$ cat config.mk
export PLATFORM = sky130hd
export DESIGN_NAME = matrix_scanner
export DESIGN_NICKNAME = d
export VERILOG_FILES = /design/src/rtl/matrix_pkg.sv /design/src/rtl/matrix_scan_timer.sv /design/src/rtl/matrix_scanner.sv
export SDC_FILE = /design/constraint.sdc
export NUM_CORES = 1
export LEC_CHECK = 0
export BUFFER_PORTS_ARGS = -buffer_cell sky130_fd_sc_hd__buf_2
export CAP_MARGIN = 40
export CORE_MARGIN = 2
export CORE_UTILIZATION = 65
export CTS_CLUSTER_DIAMETER = 100
export CTS_CLUSTER_SIZE = 28
export DETAILED_ROUTE_END_ITERATION = 8
export PLACE_DENSITY = 0.81
export SLEW_MARGIN = 10
export SYNTH_ARGS = -nofsm -noshare
export SYNTH_HDL_FRONTEND = slang
export SYNTH_SLANG_ARGS = --single-unit
$ cat constraint.sdc
create_clock -name clk -period 3.9 [get_ports clk]
set_input_delay 0.195 -clock clk [delete_from_list [all_inputs] [get_ports clk]]
set_output_delay 0.195 -clock clk [all_outputs]
set_load 0.1 [all_outputs]
$ cat src/rtl/matrix_pkg.sv
// Shared constants and helpers for the LED-matrix scan driver.
// Holds default geometry/timing, index-width helper and OFF levels.
package matrix_pkg;

    localparam int ROWS_DEF  = 8;
    localparam int COLS_DEF  = 16;
    localparam int DWELL_DEF = 64;
    localparam int BLANK_DEF = 2;

    // Pins are active-low: a 1 means row deselected / column dark.
    localparam logic ROW_OFF = 1'b1;
    localparam logic COL_OFF = 1'b1;

    function automatic int idx_w(input int n);
        return (n > 1) ? $clog2(n) : 1;
    endfunction

endpackage

$ cat src/rtl/matrix_scan_timer.sv
// Row scan timebase: dwell counter, row index, blank flag, frame_tick.
// Ports: clk, rst_n in; row_o, blank_o, wrap_o (comb), frame_tick_o out.
module matrix_scan_timer
    import matrix_pkg::*;
#(
    parameter int ROWS  = ROWS_DEF,
    parameter int DWELL = DWELL_DEF,
    parameter int BLANK = BLANK_DEF
) (
    input  logic                   clk,
    input  logic                   rst_n,
    output logic [idx_w(ROWS)-1:0] row_o,
    output logic                   blank_o,
    output logic                   wrap_o,
    output logic                   frame_tick_o
);

    localparam int RW = idx_w(ROWS);
    localparam int DW = idx_w(DWELL);

    logic [DW-1:0] dwell_q, dwell_d;
    logic [RW-1:0] row_q, row_d;
    logic          tick_q, tick_d;
    logic          last_dwell, last_row;

    always_comb begin
        last_dwell = (dwell_q == DW'(DWELL - 1));
        last_row   = (row_q == RW'(ROWS - 1));
        dwell_d    = last_dwell ? '0 : dwell_q + 1'b1;
        row_d      = row_q;
        if (last_dwell) begin
            row_d = last_row ? '0 : row_q + 1'b1;
        end
        // wrap_o is the last cycle of the frame; the tick is
        // registered so it lands together with the other outputs.
        wrap_o  = last_dwell && last_row;
        tick_d  = wrap_o;
        blank_o = int'(dwell_q) < BLANK;
    end

    always_ff @(posedge clk or negedge rst_n) begin
        if (!rst_n) begin
            dwell_q <= '0;
            row_q   <= '0;
            tick_q  <= 1'b0;
        end else begin
            dwell_q <= dwell_d;
            row_q   <= row_d;
            tick_q  <= tick_d;
        end
    end

    assign row_o        = row_q;
    assign frame_tick_o = tick_q;

endmodule

$ cat src/rtl/matrix_scanner.sv
// LED-matrix scan driver: framebuffer, pixel write, bulk clear, row scan.
// Ports: pix_* write port, clr_req/busy, swap_req/swap_ack, frame_tick,
// MATRIX_ROW/MATRIX_COL active-low pins.
// Build option: MATRIX_SCANNER_DOUBLE_BUFFER_EN adds front/back buffers.
module matrix_scanner
    import matrix_pkg::*;
#(
    parameter int ROWS  = ROWS_DEF,
    parameter int COLS  = COLS_DEF,
    parameter int DWELL = DWELL_DEF,
    parameter int BLANK = BLANK_DEF
) (
    input  logic                   clk,
    input  logic                   rst_n,
    input  logic                   pix_we,
    input  logic [idx_w(COLS)-1:0] pix_x,
    input  logic [idx_w(ROWS)-1:0] pix_y,
    input  logic                   pix_val,
    input  logic                   clr_req,
    input  logic                   swap_req,
    output logic                   busy,
    output logic                   frame_tick,
    output logic                   swap_ack,
    output logic [ROWS-1:0]        MATRIX_ROW,
    output logic [COLS-1:0]        MATRIX_COL
);

    localparam int YW = idx_w(ROWS);

`ifdef MATRIX_SCANNER_DOUBLE_BUFFER_EN
    localparam int NBUF = 2;
`else
    localparam int NBUF = 1;
`endif

    logic [COLS-1:0] fb_q [NBUF][ROWS];
    logic [COLS-1:0] fb_d [NBUF][ROWS];
    logic            busy_q, busy_d;
    logic [YW-1:0]   clr_row_q, clr_row_d;
    logic [ROWS-1:0] row_out_q, row_out_d;
    logic [COLS-1:0] col_q, col_d;
    logic            swap_ack_q, swap_ack_d;
    logic            front, back;
    logic            pix_ok;

    logic [YW-1:0]   scan_row;
    logic            blank, wrap;

    matrix_scan_timer #(
        .ROWS  (ROWS),
        .DWELL (DWELL),
        .BLANK (BLANK)
    ) u_timer (
        .clk          (clk),
        .rst_n        (rst_n),
        .row_o        (scan_row),
        .blank_o      (blank),
        .wrap_o       (wrap),
        .frame_tick_o (frame_tick)
    );

`ifdef MATRIX_SCANNER_DOUBLE_BUFFER_EN
    logic sel_q, sel_d, pend_q, pend_d, swap;

    // Swap only at a frame boundary and never mid-clear, so a
    // partially cleared buffer is never shown.
    always_comb begin
        front      = sel_q;
        back       = ~sel_q;
        swap       = wrap && pend_q && !busy_q;
        sel_d      = swap ? ~sel_q : sel_q;
        pend_d     = swap ? swap_req : (pend_q | swap_req);
        swap_ack_d = swap;
    end

    always_ff @(posedge clk or negedge rst_n) begin
        if (!rst_n) begin
            sel_q  <= 1'b0;
            pend_q <= 1'b0;
        end else begin
            sel_q  <= sel_d;
            pend_q <= pend_d;
        end
    end
`else
    logic swap_unused;

    assign swap_unused = swap_req;

    always_comb begin
        front      = 1'b0;
        back       = 1'b0;
        swap_ack_d = 1'b0;
    end
`endif

    always_comb begin
        fb_d      = fb_q;
        busy_d    = busy_q;
        clr_row_d = clr_row_q;
        pix_ok    = pix_we && (int'(pix_y) < ROWS) && (int'(pix_x) < COLS);
        if (busy_q) begin
            fb_d[back][clr_row_q] = '0;
            clr_row_d = clr_row_q + 1'b1;
            if (clr_row_q == YW'(ROWS - 1)) begin
                busy_d    = 1'b0;
                clr_row_d = '0;
            end
        end else if (clr_req) begin
            busy_d    = 1'b1;
            clr_row_d = '0;
        end else if (pix_ok) begin
            fb_d[back][pix_y][pix_x] = pix_val;
        end
        row_out_d = ~(ROWS'(1) << scan_row);
        col_d     = blank ? {COLS{COL_OFF}} : ~fb_q[front][scan_row];
    end

    always_ff @(posedge clk or negedge rst_n) begin
        if (!rst_n) begin
            for (int b = 0; b < NBUF; b++) begin
                for (int r = 0; r < ROWS; r++) begin
                    fb_q[b][r] <= '0;
                end
            end
            busy_q     <= 1'b0;
            clr_row_q  <= '0;
            row_out_q  <= {ROWS{ROW_OFF}};
            col_q      <= {COLS{COL_OFF}};
            swap_ack_q <= 1'b0;
        end else begin
            fb_q       <= fb_d;
            busy_q     <= busy_d;
            clr_row_q  <= clr_row_d;
            row_out_q  <= row_out_d;
            col_q      <= col_d;
            swap_ack_q <= swap_ack_d;
        end
    end

    assign busy       = busy_q;
    assign swap_ack   = swap_ack_q;
    assign MATRIX_ROW = row_out_q;
    assign MATRIX_COL = col_q;

endmodule
# After elaboration in Yosys (flattened, before gate mapping)
# Index checks and enable logic that the tools add are counted.
[word_totals]
ff_bits = 166
elab_cells = 67
in_bits = 13
[classes]
mux = 22
n_reduce_logical = 7
order_cmp = 8
add_sub_neg = 3
n_shift = 1
eq_ne = 4
n_bitwise = 7
[ops]
columns = ["cell", "count"]
rows = [
  ["$mux W128", 3],
  ["$and A128 B128 Y128", 1],
  ["$bwmux W128", 1],
  ["$not A128 Y128", 1],
  ["$demux W16 S3", 2],
  ["$mux W16", 5],
  ["$bmux W16 S3", 1],
  ["$not A16 Y16", 1],
  ["$ge A4 B4 Y1 const B", 3],
  ["$mux W3", 4],
  ["$not A3 Y4", 3],
  ["$lt A4 B1 Y1 const B", 2],
  ["$not A8 Y8", 1],
  ["$shl A1 B3 Y8 const A", 1],
  ["$add A3 B1 Y3 const B", 2],
  ["$add A6 B1 Y6 const B", 1],
  ["$eq A3 B3 Y1 const B", 2],
  ["$eq A6 B6 Y1 const B", 1],
  ["$lt A6 B2 Y1 const B", 1],
  ["$mux W6", 1],
  ["$lt A4 B5 Y1 const B", 1],
  ["$demux W1 S4", 1],
  ["$ge A4 B1 Y1 const B", 1],
  ["$logic_and A1 B1 Y1", 4],
  ["4 further kinds", 8],
]

# Depth between registers and ports, before layout
# Gate-level depths: netlist (run 1).
[depth]
ltp_word = 10
mapped_depth = 6
ltp_nobuf = 4

# Cells and area by module
# A second synthesis (run 1) with hierarchy kept.
[hier_totals]
cells_unflattened = 686
area_unflattened_um2 = 8021.4
[modules_own_cells]
columns = ["mod", "area_per_inst_um2", "seq_area_each_um2", "cells_each", "instances"]
rows = [
  ["matrix_scanner", 7578.5, 3933.8, 651, 1],
  ["matrix_scan_timer", 442.9, 250.2, 35, 1],
]

# Worst setup path before layout (run 1)
# OpenSTA, ideal clock, no wires.
[synth_path]
path_kind = "reg2reg"
start = "reg busy_q (netlist: busy)"
end = "reg fb_q[52] (netlist name)"
synth_period_minus_slack_ps = 2332
path_buffers = 3
stages_incl_launch_ff = 7
setup_slack_ps = 1568
t_arrival_ps = 2193
t_required_ps = 3760
setup_ps = 140
cell_sequence = "dfrtp_1 -> or4b_1 -> buf_2 -> buf_6 -> buf_2 -> o311ai_0 -> o41ai_1"
[synth_between]
elab_chain_cells = 2
word_cells_on_any_way = 4
cone_classes = "eq/ne (1); mux (1); reduce/logical (2)"
[synth_lines]
columns = ["item", "line", "rtl"]
rows = [
  ["start: declaration", "matrix_scanner.sv:38", "logic busy_q, busy_d;"],
  ["start signal: assignment", "matrix_scanner.sv:133", "busy_q <= busy_d;"],
  ["$ne A2 B1 Y1 (no line) or $reduce_bool A2 Y1 (tied branches)", "--", ""],
  ["$reduce_and A2 Y1 (no line)", "--", ""],
  ["end signal: indexed assignment", "matrix_scanner.sv:123", "fb_q[b][r] <= '0;"],
  ["end signal: assignment", "matrix_scanner.sv:132", "fb_q <= fb_d;"],
  ["end: declaration", "matrix_scanner.sv:36", "logic [COLS-1:0] fb_q [NBUF][ROWS];"],
]
# Parallel ways exist; a longest one is shown, timed or not.
# A chain may end at the register's enable or synchronous reset.

# Worst setup path after layout (run 1)
[layout_path]
start = "reg busy_q (netlist: busy)"
end = "reg fb_q[121] (netlist name)"
# The elaborated chain is that of the path after synthesis.

==> results of run 1 <==
-- layout by cell type (no fill, tap or decap), types with 17 or more instances in the layout --
cell         n
dfrtp_1    141
o311ai_0    77
nand2_1     59
mux2i_1     51
o31ai_1     46
nor4_1      46
buf_2       36
mux4_2      32
dfstp_2     24
o41ai_1     18
clkbuf_16   17
-- per-layer routing --
layer  GRT usage [%]  vias up
li1                -     2789
met1            46.0     3334
met2            52.9      428
met3            8.43       64
met4            15.6        0
met5               0        -
-- final cells by class --
cell class | count | area (um2) | share of cell area [%]
clock buffers | 22 | 474 | 5.17
clock inverters | 9 | 125 | 1.37
inverters | 8 | 30.0 | 0.328
multi-input cells | 438 | 3780 | 41.3
flip-flops and latches | 166 | 4190 | 45.7
well taps | 172 | 215 | 2.35
repair buffers | 54 | 353 | 3.85
-- kinds of logic (layout without fill, tap and decap cells) --
family          count (synthesis)  in the layout  share of synthesized area [%]
other cells                     1              1                         0.0446
flops                         166            166                           49.7
buf+inv                       106             93                           5.34
simple gates                  158            158                           11.0
fa+ha+maj                       9              9                           1.34
compound gates                181            181                           17.2
xor+xnor                        3              3                          0.312
mux                            86             86                           15.0
-- power by group through the flow --
stage / Combinational (mW) / Sequential (mW) / Clock [mW]
after floorplan: 0.429 / 2.21 / 0
after global placement: 0.884 / 1.96 / 0
after detailed placement: 0.918 / 1.98 / 0
after CTS: 0.926 / 1.95 / 1.72
after global routing: 0.977 / 1.96 / 1.82
final: 0.943 / 1.95 / 1.73
-- registers in the layout, indices dropped and copies added, names as in the netlist --
register              flops
clr_row_q                 3
fb_q                    128
MATRIX_ROW                8
u_timer.frame_tick_o      1
u_timer.row_o             3
busy                      1
u_timer.dwell_q           6
MATRIX_COL               16
-- worst max-delay path, stage by stage, from the launching register on --
cell and delay, ns:
dfrtp_1 0.55, or4b_2 1.15, buf_4 0.45, nor4_1 0.48
mux2i_1 0.35
-- metrics by stage --
stage          total power [mW]  setup WS, ns  area [um2]  hold WS, ns  instances
2_1_floorplan              2.64          1.57        8410       -0.101        710
6_report                   4.62         0.803        9170       0.0217        869
4_1_cts                    4.60         0.867        9170       0.0145        869
3_3_place_gp               2.85          1.21        8500        0.374        834
5_1_grt                    4.75         0.727        9170       0.0545        869
3_5_place_dp               2.89          1.05        8560        0.139        837
-- worst paths after layout --
path / to / depth (start not counted) / slack [ns]
setup / recovery: fb_q[121]$_DFFE_PN0P_ / 4 / 0.80
hold / removal: busy$_DFF_PN0_ / 3 / 0.02
setup reg to reg: fb_q[121]$_DFFE_PN0P_ / 4 / 0.80
hold reg to reg: u_timer.dwell_q[4]$_DFF_PN0_ / 1 / 0.50
max in group asynchronous: fb_q[90]$_DFFE_PN0P_ / 4 / 2.51
min in group asynchronous: u_timer.dwell_q[5]$_DFF_PN0_ / 2 / 0.25
-- timing repair --
action	in CTS	in global routing
buffers inserted	0	0
hold buffers	1	0
endpoints found under the hold margin	42	0
==> results.txt, run 1 <==
status: finished, final reports clean
Pint: 3.10 mW
# resized after CTS: 0
CTS Root Buffer Type: clkbuf_16
post-synthesis sequential area ratio: 49.7%
Syn Area/Cell: 11.8 um2
# setup viols final: 0
Final Hold Fails: 0
Worst Tran Pin Value: 0.966 ns
required time worst endpoint: 4.23 ns
register share of total power: 42.2%
post-DR vias/cell: 7.61
Core ar.: 12,600 um2
Avg WL per Cell: 25.9 um
met2 wire len: 11,100 um
M1 WL: 8770 um
post-synth top area cell: dfrtp_1
P_leak: 3.49 nW
met3 WL post-DR: 2140 um
worst setup path start: busy$_DFF_PN0_
post-synthesis cell type count: 44
Synth Net Count: 732
Min Clock Period, post-route: 3.10 ns
GRT Total Usage: 34.1%
Critical Path Source Type: flip-flop
post-synthesis cell count: 710
Main synth FF type: dfrtp_1
Comb power frac: 20.4%
final setup TNS: 0 ns
GR Overflow Total: 0
Buffers on Ports: 37
gp weighted congestion: 0.829
pwr dens: 504 nW/um2
io pins: 40
ys async rst share: 100%
Yosys Warn Count: 0
antenna viol nets, final: 0
Fillers: 812
Layout Nets: 707
post-layout util: 72.6%
Post-Route WL: 22,500 um
first-pass GRT wire length: 36,700 um
RSZ-0062 raised after global routing: false
Die X: 118 um
# rows: 41
Clock Pin Slew Worst Setup and Hold Paths: 0.06 ns
hold path start: clr_req
initial antenna violation count: 0
Die Area: 13,900 um2
Max Used Layer: met4
synth top area cells: dfrtp_1 42%, mux4_2 8.6%, o311ai_0 8.0%
synthesized flop and latch total: 166
Area Overhead vs Synth: 8.97%
peak supply drop: 0.357 mV
sw frac: 32.9%
max-capacitance violation count: 0
Detailed Place HPWL: 13,000 um
clk sinks: 166
synthesized cell area: 8410 um2
count of pins over their slew limit: 0
Initial Util: 66.6%
CP endpoint kind: flip-flop
highest clock rate: 323 MHz
HP Class: in2reg
Max FO, Critical Path: 41
diode count: 0
TritonCTS clock tree: done
die height: 118 um
sw power: 1.52 mW
worst skew pair latency: 0.44 ns
R2R Path Start: busy$_DFF_PN0_
Slew headroom: 35.6%
CTS buffer count: 17
clk buf depth: 2
DRC errors left: 0
layout cell share with drive strength beyond 1: 21.7%
crit share post-route: 79.4%
H-tree Lvls: 4
Synth top area share: 42.2%
clock network power share: 37.4%
synth cell count leaders: 142 x dfrtp_1, 77 x clkbuf_1, 77 x o311ai_0, 59 x nand2_1, 51 x mux2i_1
count leader, synth: dfrtp_1
DR pass1 iterations: 6
Worst Setup Path Type: reg2reg
vias post-DR: 6,615
DRT iter0 DRCs: 1,071
Worst Skew: 0.00862 ns
largest net degree at the start of global routing: 69
EDFF count, synth: 0
vias in the first global route: 6,676
critical path data arrival time: 3.43 ns
(Power assumes the default switching activity.)
==> run 2, diff against run 1 <==
--- a/config.mk
+++ b/config.mk
@@ -8,11 +8,11 @@
 export BUFFER_PORTS_ARGS = -buffer_cell sky130_fd_sc_hd__buf_2
 export CAP_MARGIN = 40
 export CORE_MARGIN = 2
-export CORE_UTILIZATION = 65
+export CORE_UTILIZATION = 56
 export CTS_CLUSTER_DIAMETER = 100
 export CTS_CLUSTER_SIZE = 28
 export DETAILED_ROUTE_END_ITERATION = 8
-export PLACE_DENSITY = 0.81
+export PLACE_DENSITY = 0.74
 export SLEW_MARGIN = 10
 export SYNTH_ARGS = -nofsm -noshare
 export SYNTH_HDL_FRONTEND = slang
==> constraint.sdc (replaced) <==
create_clock -name clk -period 2.5 [get_ports clk]
set_input_delay 0.125 -clock clk [delete_from_list [all_inputs] [get_ports clk]]
set_output_delay 0.125 -clock clk [all_outputs]
set_load 0.1 [all_outputs]
==> results.txt, run 2 (synthesized netlist as in run 1, its figures left out) <==
Critical Path Source Type: flip-flop
post-DR vias/cell: 7.45 (-2.1%)
Initial Util: 57.7% (-9.0 points)
FF-to-FF End: fb_q[56]$_DFFE_PN0P_
most frequent cells in the layout: 141 x dfrtp_1, 77 x o311ai_0, 59 x nand2_1, 51 x mux2i_1
HP Class: in2reg
antenna viol nets, final: 0 (unchanged)
DRC errors left: 0 (unchanged)
Clock Pin Slew Worst Setup and Hold Paths: 0.06 ns (about the same)
layout cell share with drive strength beyond 1: 23.1% (+1.4 points)
initial antenna violation count: 0 (unchanged)
Die X: 127 um (+7.5%)
pre-CTS setup slack: 0.352 ns (-0.702 ns)
clk buf depth: 2 (unchanged)
TritonCTS clock tree: done
Core ar.: 14,600 um2 (+16%)
Crit path max-delay family: simple AND/OR/NAND/NOR gates
Buf/Inv on CP: 1 (unchanged)
Buffers on Ports: 37 (unchanged)
CTS buffer count: 17 (unchanged)
P_leak: 3.54 nW (+1.5%)
crit share post-route: 86.9% (+7.5 points)
worst setup path start: busy$_DFF_PN0_
diode count: 0 (unchanged)
Finished Cell Area: 9290 um2 (+1.3%)
highest clock rate: 460 MHz (+43%)
CP peak stage delay: 0.71 ns (-0.44 ns)
gp weighted congestion: 0.871 (+5.1%)
count of pins over their slew limit: 0 (unchanged)
CTS Root Buffer Type: clkbuf_16
Worst Skew: 0.00905 ns (+0.000431 ns)
hold_ws: 0.0865 ns (+0.0647 ns)
r2r worst-path depth: 4 (unchanged)
Post-Route WL: 23,100 um (+2.5%)
DR pass1 iterations: 5 (-1)
Avg WL per Cell: 25.7 um (-0.80%)
Final Hold Fails: 0 (unchanged)
CP cell instances: or4b_2, buf_4, o311ai_0, o41ai_1
Slew headroom: 37.6% (+2.0 points)
worst skew pair latency: 0.43 ns (about the same)
pwr dens: 779 nW/um2 (+55%)
M1 WL: 9140 um (+4.3%)
Worst Setup Path Type: reg2reg
first-pass GRT wire length: 37,100 um (+1.2%)
Crit. path cell count: 4 (unchanged)
final setup TNS: 0 ns (unchanged)
clk sinks: 166 (unchanged)
vias in the first global route: 6,806 (+1.9%)
max-capacitance violation count: 0 (unchanged)
worst setup path endpoint: fb_q[56]$_DFFE_PN0P_
Top reg by flops: fb_q
GRT Total Usage: 29.6% (-4.6 points)
R2R Path Start: busy$_DFF_PN0_
Worst R2R Setup Slack: 0.33 ns (-0.48 ns)
Largest register FFs: 128 (unchanged)
met3 WL post-DR: 2470 um (+16%)
io pins: 40 (unchanged)
Min Clock Period, post-route: 2.17 ns (-0.925 ns)
peak supply drop: 0.501 mV (+40%)
Die Area: 16,000 um2 (+16%)
CP endpoint kind: flip-flop
die height: 127 um (+7.5%)
slowest cell on the critical path: or4b_2
Max Used Layer: met4
# rows: 44 (+7.3%)
required time worst endpoint: 2.77 ns (-1.46 ns)
GR Overflow Total: 0 (unchanged)
DP Area: 8680 um2 (+1.4%)
Max FO, Critical Path: 25 (-39%)
Detailed Place HPWL: 13,700 um (+5.4%)
RSZ-0062 raised after global routing: false
post-layout util: 63.7% (-9.0 points)
vias post-DR: 6,694 (+1.2%)
# setup viols final: 0 (unchanged)
largest net degree at the start of global routing: 71 (+2.9%)
status: finished, final reports clean
critical path data arrival time: 2.44 ns (-0.99 ns)
H-tree Lvls: 4 (unchanged)
DRT iter0 DRCs: 807 (-25%)
Area Overhead vs Synth: 10.4%
Worst Setup Slack, final: 0.328 ns (-0.475 ns)
Worst Tran Pin Value: 0.936 ns (-0.0302 ns)
met2 wire len: 10,700 um (-3.3%)
Layout Nets: 723 (+2.3%)
most common cell after layout, fill and taps aside: dfrtp_1
run 2: changes by cell type in the layout (fill, tap and decap cells not counted), sizes merged:
cell,previous run,this run
bufinv,3,2
clkbuf,22,24
inv,7,6
dlygate4sd3,1,2
buf,53,68
clkinvlp,2,3
run 2: final cells by class:
type / instances / area (um2)
fill: 1078 / 5300
sequential: 166 / 4190
multi-input combinational: 438 / 3780
clock buffer: 24 / 492
timing repair buffer: 70 / 469
tap: 184 / 230
clock inverter: 8 / 97.6
inverter: 8 / 30.0
run 2: how the worst min path moves through the flow:
stage,startpoint,end,cells after the start
2_1_floorplan,rst_n,busy$_DFF_PN0_,0
3_3_place_gp,rst_n,u_timer.frame_tick_o$_DFF_PN0_,1
3_5_place_dp,rst_n,u_timer.frame_tick_o$_DFF_PN0_,1
4_1_cts,pix_y[2],fb_q[118]$_DFFE_PN0P_,3
5_1_grt,pix_y[2],fb_q[118]$_DFFE_PN0P_,3
6_report,pix_y[1],fb_q[118]$_DFFE_PN0P_,3
run 2: metrics by stage:
| step | std cells | total power, mW |
|---|---|---|
| floorplan | 710 | 4.11 |
| finish | 898 | 7.23 |
| global route | 898 | 7.43 |
| global placement | 864 | 4.56 |
| CTS | 898 | 7.22 |
| detailed placement | 864 | 4.62 |
run 2: per-layer routing:
metal	GRT usage, %	up-vias
met1	40.8	3376
li1	-	2807
met5	0	-
met3	7.84	74
met2	43.9	437
met4	14.5	0
run 2: timing repair:
item / 4_1_cts / 5_1_grt
gates resized for setup: 0 / 0
hold buffers: 2 / 0
setup endpoints to repair: 0 / 0
setup buffers: 0 / 0
endpoints found under the hold margin: 53 / 0
run 2: where the power goes:
part	internal, mW	total, mW	switching [mW]
registers	2.89	3.01	0.118
logic	0.360	1.60	1.24
clock network	1.57	2.63	1.06
total	4.82	7.23	2.42
run 2: tightest hold or removal path, delay by kind of cell:
kind | cells | cell delay [ns]
buffers and inverters | 1 | 0.15
muxes | 1 | 0.12
and+or+nand+nor | 1 | 0.08
